==> src/rtl/alu_cmd_sequencer.sv <==
// Command sequencer in front of the 8-bit ALU: accepts a command, drives the ALU for a
// programmable settle time, captures the result and returns it with zero/error flags.
module alu_cmd_sequencer #(
  parameter int unsigned DATA_W        = 8,
  parameter int unsigned OP_W          = 3,
  parameter int unsigned SETTLE_CYCLES = 1,
  parameter int unsigned CNT_W         = 16
) (
  input  logic              clk,
  input  logic              rst,
  input  logic              cmd_valid,
  output logic              cmd_ready,
  input  logic [DATA_W-1:0] cmd_a,
  input  logic [DATA_W-1:0] cmd_b,
  input  logic [OP_W-1:0]   cmd_op,
  output logic [DATA_W-1:0] alu_a,
  output logic [DATA_W-1:0] alu_b,
  output logic [OP_W-1:0]   alu_op,
  output logic              alu_enable,
  input  logic [DATA_W-1:0] alu_result,
  output logic              rsp_valid,
  input  logic              rsp_ready,
  output logic [DATA_W-1:0] rsp_data,
  output logic              rsp_zero,
  output logic              rsp_err,
  output logic [CNT_W-1:0]  done_count,
  output logic [CNT_W-1:0]  err_count
);

  typedef enum logic [1:0] {StIdle, StDrive, StResp} state_e;

  localparam logic [OP_W-1:0] OpDiv      = OP_W'(3);
  localparam logic [OP_W-1:0] OpRsvd     = OP_W'(7);
  localparam logic [3:0]      SettleInit = 4'(SETTLE_CYCLES);

  state_e              state_q, state_d;
  logic [3:0]          settle_q, settle_d;
  logic [DATA_W-1:0]   alu_a_q, alu_a_d, alu_b_q, alu_b_d, rsp_data_q, rsp_data_d;
  logic [OP_W-1:0]     alu_op_q, alu_op_d;
  logic                alu_enable_q, alu_enable_d;
  logic                rsp_valid_q, rsp_valid_d, rsp_zero_q, rsp_zero_d, rsp_err_q, rsp_err_d;
  logic [CNT_W-1:0]    done_count_q, done_count_d, err_count_q, err_count_d;
  logic                cmd_illegal;

  // Screened commands never reach the ALU enable.
  assign cmd_illegal = (cmd_op == OpRsvd) || ((cmd_op == OpDiv) && (cmd_b == '0));

  always_comb begin
    state_d      = state_q;
    settle_d     = settle_q;
    alu_a_d      = alu_a_q;
    alu_b_d      = alu_b_q;
    alu_op_d     = alu_op_q;
    alu_enable_d = alu_enable_q;
    rsp_valid_d  = rsp_valid_q;
    rsp_data_d   = rsp_data_q;
    rsp_zero_d   = rsp_zero_q;
    rsp_err_d    = rsp_err_q;
    done_count_d = done_count_q;
    err_count_d  = err_count_q;
    cmd_ready    = (state_q == StIdle);

    unique case (state_q)
      StIdle: begin
        if (cmd_valid) begin
          alu_a_d  = cmd_a;
          alu_b_d  = cmd_b;
          alu_op_d = cmd_op;
          if (cmd_illegal) begin
            state_d     = StResp;
            rsp_valid_d = 1'b1;
            rsp_err_d   = 1'b1;
            rsp_data_d  = '0;
            rsp_zero_d  = 1'b0;
            err_count_d = err_count_q + CNT_W'(1);
          end else begin
            state_d      = StDrive;
            alu_enable_d = 1'b1;
            settle_d     = SettleInit;
          end
        end
      end
      StDrive: begin
        settle_d = settle_q - 4'd1;
        if (settle_q == 4'd1) begin
          state_d      = StResp;
          rsp_data_d   = alu_result;
          rsp_zero_d   = (alu_result == '0);
          rsp_err_d    = 1'b0;
          rsp_valid_d  = 1'b1;
          alu_enable_d = 1'b0;
          done_count_d = done_count_q + CNT_W'(1);
        end
      end
      StResp: begin
        // Data and flags stay as last captured after the handshake.
        if (rsp_ready) begin
          rsp_valid_d = 1'b0;
          state_d     = StIdle;
        end
      end
      default: state_d = StIdle;
    endcase
  end

  always_ff @(posedge clk) begin
    if (rst) begin
      state_q      <= StIdle;
      settle_q     <= '0;
      alu_a_q      <= '0;
      alu_b_q      <= '0;
      alu_op_q     <= '0;
      alu_enable_q <= 1'b0;
      rsp_valid_q  <= 1'b0;
      rsp_data_q   <= '0;
      rsp_zero_q   <= 1'b0;
      rsp_err_q    <= 1'b0;
      done_count_q <= '0;
      err_count_q  <= '0;
    end else begin
      state_q      <= state_d;
      settle_q     <= settle_d;
      alu_a_q      <= alu_a_d;
      alu_b_q      <= alu_b_d;
      alu_op_q     <= alu_op_d;
      alu_enable_q <= alu_enable_d;
      rsp_valid_q  <= rsp_valid_d;
      rsp_data_q   <= rsp_data_d;
      rsp_zero_q   <= rsp_zero_d;
      rsp_err_q    <= rsp_err_d;
      done_count_q <= done_count_d;
      err_count_q  <= err_count_d;
    end
  end

  assign alu_a      = alu_a_q;
  assign alu_b      = alu_b_q;
  assign alu_op     = alu_op_q;
  assign alu_enable = alu_enable_q;
  assign rsp_valid  = rsp_valid_q;
  assign rsp_data   = rsp_data_q;
  assign rsp_zero   = rsp_zero_q;
  assign rsp_err    = rsp_err_q;
  assign done_count = done_count_q;
  assign err_count  = err_count_q;

endmodule

==> config.mk <==
export PLATFORM = sky130hd
export DESIGN_NAME = alu_cmd_sequencer
export DESIGN_NICKNAME = d
export VERILOG_FILES = /design/src/rtl/alu_cmd_sequencer.sv
export SDC_FILE = /design/constraint.sdc
export NUM_CORES = 1
export LEC_CHECK = 0
export CORE_MARGIN = 3
export CORE_UTILIZATION = 52
export CTS_BUF_LIST = sky130_fd_sc_hd__clkbuf_8
export DETAILED_ROUTE_END_ITERATION = 16
export GPL_TIMING_DRIVEN = 0
export HOLD_SLACK_MARGIN = 0.06
export PLACE_DENSITY = 0.88
export SYNTH_ARGS = -nofsm -noshare
export SYNTH_HDL_FRONTEND = slang
export SYNTH_SLANG_ARGS = --single-unit
==> constraint.sdc <==
create_clock -name clk -period 3.66 [get_ports clk]
set_input_delay 0.366 -clock clk [delete_from_list [all_inputs] [get_ports clk]]
set_output_delay 0.366 -clock clk [all_outputs]
set_load 0.005 [all_outputs]
# --- Word level (Yosys, flattened, before mapping) ---
# Cells that the tools add are included.
# W data, S select, Z words.
totals:
  latchBits: 0
  reg_bits: 69
  memories: 0
  romBits: 0
  elab_cells: 66
  output_inout_bits: 64
  mem_bits_rw: 0
  input_bits: 31
classes:
  n_bitwise: 0
  magnitude_cmp: 0
  n_eq_ne: 10
  div_mod_pow: 0
  mul: 0
  n_addsub: 3
  n_mux: 26
  n_shift: 0
  reduce_logical: 15
ops:
  columns: ["op", "count"]
  rows:
  - ["$add A16 B1 Y16 const B", 2]
  - ["$mux W8", 3]
  - ["$logic_not A8 Y1", 2]
  - ["$pmux W8 S2", 1]
  - ["$mux W1", 10]
  - ["$reduce_and A3 Y1", 3]
  - ["$mux W2", 4]
  - ["$mux W4", 2]
  - ["$ne A2 B2 Y1 const B", 4]
  - ["$pmux W4 S2", 1]
  - ["$reduce_and A4 Y1", 2]
  - ["$pmux W1 S2", 3]
  - ["$pmux W2 S3", 1]
  - ["$reduce_and A5 Y1", 1]
  - ["$eq A4 B1 Y1 const B", 1]
  - ["$reduce_and A2 Y1", 2]
  - ["$sub A4 B1 Y4 const B", 1]
  - ["$eq A3 B2 Y1 const B", 1]
  - ["$eq A3 B3 Y1 const B", 1]
  - ["$pmux W1 S3", 1]
  - ["$reduce_bool A3 Y1", 1]
  - ["$eq A2 B1 Y1 const B", 1]
  - ["$eq A2 B2 Y1 const B", 1]
  - ["$logic_not A2 Y1", 1]
  - ["other kinds (4)", 4]

# --- Logic depth before layout (Yosys ltp) ---
# Gate-level depths: netlist (run 1).
logic_depth:
  word_depth: 6
  mapped_depth: 7
  depth_no_buf: 6

# --- Least setup slack after synthesis (run 1) ---
# OpenSTA, ideal clock, no wires.
synth_path:
  path_kind: "reg2reg"
  startpoint: "register settle_q[0]"
  endpoint: "register done_count_q[12] (netlist: done_count[12])"
  arrival_time_ps: 1923
  path_stages_with_launch: 7
  setup_ps: 70
  period_less_slack_ps: 1993
  required_time_ps: 3590
  slack_ps: 1667
  n_path_buf: 1
  cell_sequence: "dfxtp_1 > ha_1 > or3b_4 > or3_1 > clkbuf_2 > or4_1 > a21oi_1"
synth_via:
  elab_chain_cells: 2
synth_rtl:
  columns: ["element", "line_no", "text"]
  rows:
  - ["start, declared", "37", "logic [3:0] settle_q, settle_d;"]
  - ["start signal, assigned", "122", "settle_q <= settle_d;"]
  - ["$eq A4 B1 Y1", "85", "if (settle_q == 4'd1) begin"]
  - ["$reduce_and A2 Y1 (no line)", null, null]
  - ["end signal, assigned", "131", "done_count_q <= done_count_d;"]
  - ["end, declared", "42", "logic [CNT_W-1:0] done_count_q, done_count_d, err_count_q, err_count_d;"]
# Every way passes these cells.
# A chain may end at the register's enable or synchronous reset.

# --- Worst setup path after layout (run 1) ---
layout_path:
  startpoint: "register settle_q[1]"
  endpoint: "register rsp_data_q[6] (netlist: rsp_data[6])"
layout_via:
  elab_chain_cells: 3
layout_rtl:
  columns: ["element", "line_no", "text"]
  rows:
  - ["$eq A4 B1 Y1", "85", null]
  - ["$ne A2 B2 Y1 (no line)", null, null]
  - ["$reduce_and A4 Y1 (no line)", null, null]
  - ["end signal, assigned", "128", "rsp_data_q <= rsp_data_d;"]
  - ["end, declared", "38", "logic [DATA_W-1:0] alu_a_q, alu_a_d, alu_b_q, alu_b_d, rsp_data_q, rsp_data_d;"]
# Every way passes these cells.

==> results.sh, run 1 <==
export IMPL_worst_r2r_endpoint="rsp_data[6]"
export IMPL_synth_edf_count=0
export IMPL_grt_antenna_before_repair=0
export IMPL_clock_sinks=69
export IMPL_clock_latency_ns=0.34
export IMPL_power_density_mw_per_mm2=382
export IMPL_outcome="complete, no violations"
export IMPL_worst_slack_ns=1.37
export IMPL_grt_max_degree=11
export IMPL_holdPathStages=2
export IMPL_fillers=414
export IMPL_ant_nets=0
export IMPL_grt_overflow=0
export IMPL_mappedNetlistArea_sq_mm=0.00311
export IMPL_slowest_stage="a211oi_1"
export IMPL_hold_end="alu_b[6]"
export IMPL_grt_setup_unrepaired="no"
export IMPL_drc_errors=0
export IMPL_slew_violations=0
export IMPL_cpPeakStageDelay_ns=0.67
export IMPL_grt_first_pass_wirelength_microns=14700
export IMPL_cp_required_ns=3.91
export IMPL_cts_root_buf="clkbuf_8"
export IMPL_cts_max_level=3
export IMPL_drive_above_1_share_pct=5.23
export IMPL_core_area_sq_mm=0.00564
export IMPL_placed_area_sq_mm=0.00413
export IMPL_max_freq_mhz=437
export IMPL_hold_path_class="register to register"
export IMPL_grt_usage_pct=25.4
export IMPL_relSlewSlack_pct=49.4
export IMPL_fin_crit_sh_pct=62.5
export IMPL_fin_setup_tns_ns=0
export IMPL_yosys_area_top_type="dfxtp_1"
export IMPL_async_reset_ff_share_pct=0
export IMPL_place_ws_ns=1.19
export IMPL_p_leak_nw=1.46
export IMPL_firstDrtPassIters=5
export IMPL_first_global_vias=3096
export IMPL_ir_worst_vdd_mv=0.289
export IMPL_ctsResizeCount=0
export IMPL_cts_setup_buffers=0
export IMPL_critPathMaxFanout=9
export IMPL_fp_dieH_microns=83.3
export IMPL_path_delay_family="compound AO/OA/AOI/OAI gates"
export IMPL_synth_seq_cells=69
export IMPL_design_area_sq_mm=0.00431
export IMPL_layout_cells_non_filler=550
export IMPL_finalSetupViolCount=0
export IMPL_die_w_microns=83.3
export IMPL_gp_congestion=0.901
export IMPL_r2r_cells=6
export IMPL_cts_inserted_buffers=9
export IMPL_hold_viol_final=0
export IMPL_drt_wl_total_microns=8940
export IMPL_worstMarginPinSlew_ns=0.754
export IMPL_via_count=3307
export IMPL_arrival_ns=2.54
export IMPL_cts_path_max_buffers=2
export IMPL_io_pins=95
export IMPL_ys_warn_count=0
export IMPL_ctsHoldBuffers=0
export IMPL_drtIter0Drc=267
export IMPL_worst_setup_path_end_kind="register"
export IMPL_startpoint_type="register"
export IMPL_ys_top_cells_by_area="dfxtp_1, a21oi_1, nand2_1"
export IMPL_syn_inst=371
export IMPL_ys_types=43
export IMPL_syn_area_per_cell_sq_um=8.38
export IMPL_num_nets_final=510
export IMPL_ff2ff_setup_slack_ns=1.37
export IMPL_num_rows=27
export IMPL_critical_path_buf_inv_count=1
export IMPL_whs_ns=0.452
export IMPL_timing_max_cap_violations=0
export IMPL_ys_flop_type="dfxtp_1"
export IMPL_skew_ns=0.00720
export IMPL_area_delta_synth_final_pct=38.6
export IMPL_die_area_sq_mm=0.00694
export IMPL_cts_tree="done"
export IMPL_synth_nets=406
export IMPL_hp_start="alu_b[6]"
export IMPL_utilization_pct=76.4
export IMPL_n_antenna_cell=0
export IMPL_fin_crit_ns=2.29
export IMPL_viasPerCell=6.01
export IMPL_r2r_start="settle_q[1]"
export IMPL_dp_cells=536
export IMPL_power_mw=1.65
export IMPL_synth_top_area_share_pct=44.4
export IMPL_io_buffers=93
export IMPL_start_util_pct=55.1
export IMPL_worstPathCellList="inv_1 > ha_1 > nor3b_2 > a211oi_1 > nor2_1 > a311oi_1"
export IMPL_dp_final_hpwl_microns=6390
export IMPL_wire_per_inst_microns=16.3
export IMPL_clkTransAtPathRegs_ns=0.07
export IMPL_seq_area_frac_synth_pct=44.4
export IMPL_path_class="register to register"
## cell usage after synthesis (2+ instances only)
cell      instances
nand2b_1          3
a211oi_1          4
and3_1            5
nor4_1            8
o21a_1            3
and2_1            3
mux2_2            4
nand3_1          13
and4_1            5
nand4_1           6
or2_2             4
o41ai_1           5
o311ai_0          4
xnor2_1           5
nor3b_1           3
clkbuf_1         19
ha_1              4
or4_1            10
a311oi_1          9
a21oi_1          51
a21o_1            2
nor2_1           16
nand2_1          61
or3_1             6
inv_1             5
buf_1             3
o21ai_0           9
xor2_1            2
o31ai_1          11
nor2b_1           7
dfxtp_1          69
## metal layers
| layer | global-route usage (%) | share of wire, % |
|---|---|---|
| met5 | 0 | 0 |
| met4 | 12.3 | 2.3 |
| met2 | 41.4 | 48 |
| met3 | 5.95 | 7.5 |
| met1 | 31.5 | 42 |
## area by class of cell
type / count / area [sq um] / share of cell area, %
tap: 72 / 90.1 / 2.09
multi-input combinational: 273 / 1620 / 37.5
buffer: 24 / 92.6 / 2.15
timing repair buffer: 93 / 931 / 21.6
sequential: 69 / 1380 / 32.1
clock buffer: 10 / 138 / 3.19
clock inverter: 4 / 42.5 / 0.987
inverter: 5 / 18.8 / 0.436
## cell families (layout without fill, tap and decap cells)
logic type | after synthesis | in the layout | synth area share (%)
flops | 69 | 69 | 44.4
mux | 4 | 4 | 1.45
xor+xnor | 7 | 7 | 1.97
buf+inv | 29 | 136 | 3.58
compound gates | 102 | 102 | 20.7
simple gates | 156 | 156 | 26.3
fa+ha+maj | 4 | 4 | 1.61
## worst min-delay path, delay by kind of cell (launching register included)
family,cells,cell delay (ns)
AOI/OAI and AO/OA,1,0.05
DFF,1,0.31
and+or+nand+nor,1,0.05
## placed cells by master, fill, tap and decap left out, types with 4 or more instances in the layout
cell type,count
nor2_1,16
a21oi_1,51
nand4_1,6
o41ai_1,5
o31ai_1,11
clkbuf_8,10
or2_2,4
xnor2_1,5
clkdlybuf4s50_1,93
nand2_1,61
or3_1,6
mux2_2,4
nor4_1,8
o21ai_0,9
a211oi_1,4
and3_1,5
a311oi_1,9
ha_1,4
and4_1,5
dfxtp_1,69
inv_1,7
or4_1,10
nor2b_1,7
nand3_1,13
clkbuf_1,19
o311ai_0,4
## sequential cells by signal (all words and copies together), names as in the netlist, 2 cells and up
register and cells:
state_q 2, settle_q 4, alu_op 3, done_count 16, rsp_data 8, alu_a 8, err_count 16, alu_b 8
## how the worst max path moves through the flow
stage,slack (ns),end,startpoint,cells past startpoint
after floorplan,1.67,done_count[12],settle_q[0],6
after global placement,1.25,rsp_data[7],cmd_valid,5
after detailed placement,1.19,rsp_data[6],cmd_valid,5
after CTS,1.41,rsp_data[6],settle_q[1],6
after global routing,1.16,rsp_data[3],settle_q[1],6
final,1.37,rsp_data[6],settle_q[1],6
## where the power goes
part | switching (mW) | internal [mW] | total, mW
sequential | 0.0213 | 0.781 | 0.802
combinational | 0.132 | 0.120 | 0.252
clock | 0.273 | 0.320 | 0.592
total | 0.426 | 1.22 | 1.65
Power figures use the tool's default switching activity.
==> run 2, diff against run 1 <==
--- a/config.mk
+++ b/config.mk
@@ -6,12 +6,12 @@
 export NUM_CORES = 1
 export LEC_CHECK = 0
 export CORE_MARGIN = 3
-export CORE_UTILIZATION = 52
+export CORE_UTILIZATION = 44
 export CTS_BUF_LIST = sky130_fd_sc_hd__clkbuf_8
 export DETAILED_ROUTE_END_ITERATION = 16
 export GPL_TIMING_DRIVEN = 0
 export HOLD_SLACK_MARGIN = 0.06
-export PLACE_DENSITY = 0.88
+export PLACE_DENSITY = 0.79
 export SYNTH_ARGS = -nofsm -noshare
 export SYNTH_HDL_FRONTEND = slang
 export SYNTH_SLANG_ARGS = --single-unit
==> constraint.sdc (replaced) <==
create_clock -name clk -period 1.83 [get_ports clk]
set_input_delay 0.183 -clock clk [delete_from_list [all_inputs] [get_ports clk]]
set_output_delay 0.183 -clock clk [all_outputs]
set_load 0.005 [all_outputs]
==> run 2 against run 1 <==
  * Utilization decreased by 7.1 points
  * Hold slack lost 0.094 ns
  * Highest routed layer unchanged
  * Sequential cell count is the same
  * The flow now finishes with violations (negative setup slack)
  * Largest power group unchanged
  * Register-to-register slack lost 1.5 ns
  * Critical endpoint is now done_count[14]
  * Worst setup slack worse by 1.5 ns
  * Cell count increased by 8.4%
  * Non-clock buffer count up 19
  * First-iteration DRC count decreased by 40%
  * Wire length is 5.5% higher
  * Power grew 130%
==> results.sh, run 2 (synthesis gave the netlist of run 1 again) <==
export IMPL_cp_required_ns=2.11
export IMPL_fin_setup_tns_ns=-0.381
export IMPL_firstDrtPassIters=4
export IMPL_drc_errors=0
export IMPL_max_freq_mhz=522
export IMPL_path_depth=6
export IMPL_hold_viol_final=0
export IMPL_startpoint_type="register"
export IMPL_power_density_mw_per_mm2=787
export IMPL_worst_r2r_endpoint="done_count[14]"
export IMPL_drt_wl_total_microns=9430
export IMPL_gp_congestion=0.889
export IMPL_grt_overflow=0
export IMPL_relSlewSlack_pct=55.4
export IMPL_worst_setup_path_end_kind="register"
export IMPL_cts_max_level=3
export IMPL_path_class="register to register"
export IMPL_violations="negative setup slack"
export IMPL_core_area_sq_mm=0.00683
export IMPL_endpoint="done_count[14]"
export IMPL_multiInputGateArea_sq_mm=0.00177
export IMPL_num_nets_final=530
export IMPL_io_pins=95
export IMPL_io_buffers=93
export IMPL_seq_area_sq_mm=0.00139
export IMPL_r2r_cells=6
export IMPL_internal_power_mw=2.78
export IMPL_slew_violations=0
export IMPL_finalSetupViolCount=13
export IMPL_layout_commonest_cell="clkdlybuf4s50_1"
export IMPL_slowest_stage="or4_4"
export IMPL_cpPeakStageDelay_ns=0.44
export IMPL_worst_slack_ns=-0.0850
export IMPL_area_delta_synth_final_pct=52.3
export IMPL_grt_setup_unrepaired="yes"
export IMPL_ir_worst_vdd_mv=0.524
export IMPL_switching_share_pct=25.5
export IMPL_final_cell_mix="clkdlybuf4s50_1, dfxtp_1, nand2_1"
export IMPL_fillers=570
export IMPL_cp_startpoint="settle_q[1]"
export IMPL_grt_antenna_before_repair=0
export IMPL_die_w_microns=90.0
export IMPL_cts_tree="done"
export IMPL_fp_dieH_microns=90.0
export IMPL_cts_root_buf="clkbuf_8"
export IMPL_power_mw=3.73
export IMPL_worstMarginPinSlew_ns=0.669
export IMPL_n_antenna_cell=0
export IMPL_num_rows=30
export IMPL_clock_latency_ns=0.34
export IMPL_fin_crit_ns=1.92
export IMPL_seq_power_share_pct=43.2
export IMPL_viasPerCell=5.61
export IMPL_r2r_start="settle_q[1]"
export IMPL_ant_nets=0
export IMPL_ff2ff_setup_slack_ns=-0.09
export IMPL_critical_path_buf_inv_count=1
export IMPL_comb_power_share_pct=17.0
export IMPL_drive_above_1_share_pct=16.0
export IMPL_first_global_vias=3098
export IMPL_via_count=3343
export IMPL_hold_path_class="input pin to register"
export IMPL_clkTransAtPathRegs_ns=0.08
export IMPL_p_leak_nw=1.63
export IMPL_skew_ns=0.0142
export IMPL_hp_start="rst"
export IMPL_power_switching_uw=949
export IMPL_grt_first_pass_wirelength_microns=14600
export IMPL_critPathMaxFanout=8
export IMPL_path_delay_family="simple AND/OR/NAND/NOR gates"
export IMPL_outcome="finished, violations left"
export IMPL_fin_crit_sh_pct=105
export IMPL_drtIter0Drc=161
export IMPL_clock_sinks=69
export IMPL_grt_max_degree=13
export IMPL_wire_per_inst_microns=15.8
export IMPL_die_area_sq_mm=0.00811
export IMPL_grt_usage_pct=21.6
export IMPL_arrival_ns=2.19
export IMPL_cts_path_max_buffers=2
export IMPL_timing_max_cap_violations=0
export IMPL_worstPathCellList="inv_2 > ha_4 > or3b_4 > or3_4 > or4_4 > a21oi_2"
export IMPL_pwr_share_clk_pct=39.9
export IMPL_dp_final_hpwl_microns=6070
export IMPL_cts_inserted_buffers=9
export IMPL_start_util_pct=45.5
-- run 2: cell types whose count changed in the layout (fill, tap and decap cells not counted), moves of 4 or more --
cell      change
a21oi_1       -4
a21oi_2       +4
clkbuf_1      -8
buf_4        +21
-- run 2: layout make-up --
cell class | count | share of cell area, %
Buffer | 22 | 2.19
Clock buffer | 9 | 2.62
Clock inverter | 7 | 2.43
Inverter | 5 | 0.396
Multi-Input combinational cell | 274 | 37.3
Sequential cell | 69 | 29.3
Tap cell | 96 | 2.54
Timing Repair Buffer | 114 | 23.2
-- run 2: worst min path at each step --
stage	cells after the start	to	slack, ns
global route	3	err_count[10]	0.40
global placement	2	alu_op[2]	0.44
finish	3	err_count[2]	0.36
detailed placement	2	alu_a[0]	0.45
floorplan	2	alu_a[0]	0.32
CTS	3	err_count[2]	0.35
-- run 2: per-layer routing --
layer / GRT usage [%] / wire length (microns) / share of wire, % / vias to the layer above
li1: - / - / - / 1615
met1: 26.7 / 4060 / 43 / 1578
met2: 36.3 / 4650 / 49 / 128
met3: 4.10 / 483 / 5.1 / 22
met4: 10.1 / 241 / 2.6 / 0
met5: 0 / 0 / 0 / -
-- run 2: through the flow --
stage | area (sq um) | utilization (%) | setup WS, ns | hold WS, ns | instances
6_report | 4730 | 69.3 | -0.0850 | 0.358 | 596
3_5_place_dp | 4160 | 60.9 | -0.516 | 0.446 | 560
2_1_floorplan | 3110 | - | -0.0662 | 0.319 | 371
5_1_grt | 4730 | 69.3 | -0.124 | 0.397 | 596
4_1_cts | 4510 | 66.0 | -0.0632 | 0.346 | 580
3_3_place_gp | 4160 | 60.9 | -0.428 | 0.440 | 560
-- run 2: worst min-delay path, cell delays in order --
cell and delay [ns]:
clkbuf_1 0.19, nor2b_1 0.15, mux2_2 0.14
-- run 2: timing repair --
action / in CTS / in global routing
setup buffers: 5 / 15
pin swaps: 0 / 10
hold endpoints to repair: 0 / 0
setup endpoints to repair: 31 / 36
resized for setup: 21 / 35
gates cloned: 0 / 2
hold buffers: 0 / 0
-- run 2: power groups by stage --
stage                     registers [mW]  logic, mW  clock network, mW
final                               1.61      0.633               1.49
after global routing                1.62      0.685               1.56
after CTS                           1.61      0.544               1.49
after detailed placement            1.64      0.495                  0
after global placement              1.64      0.487                  0
after floorplan                     1.64      0.244                  0
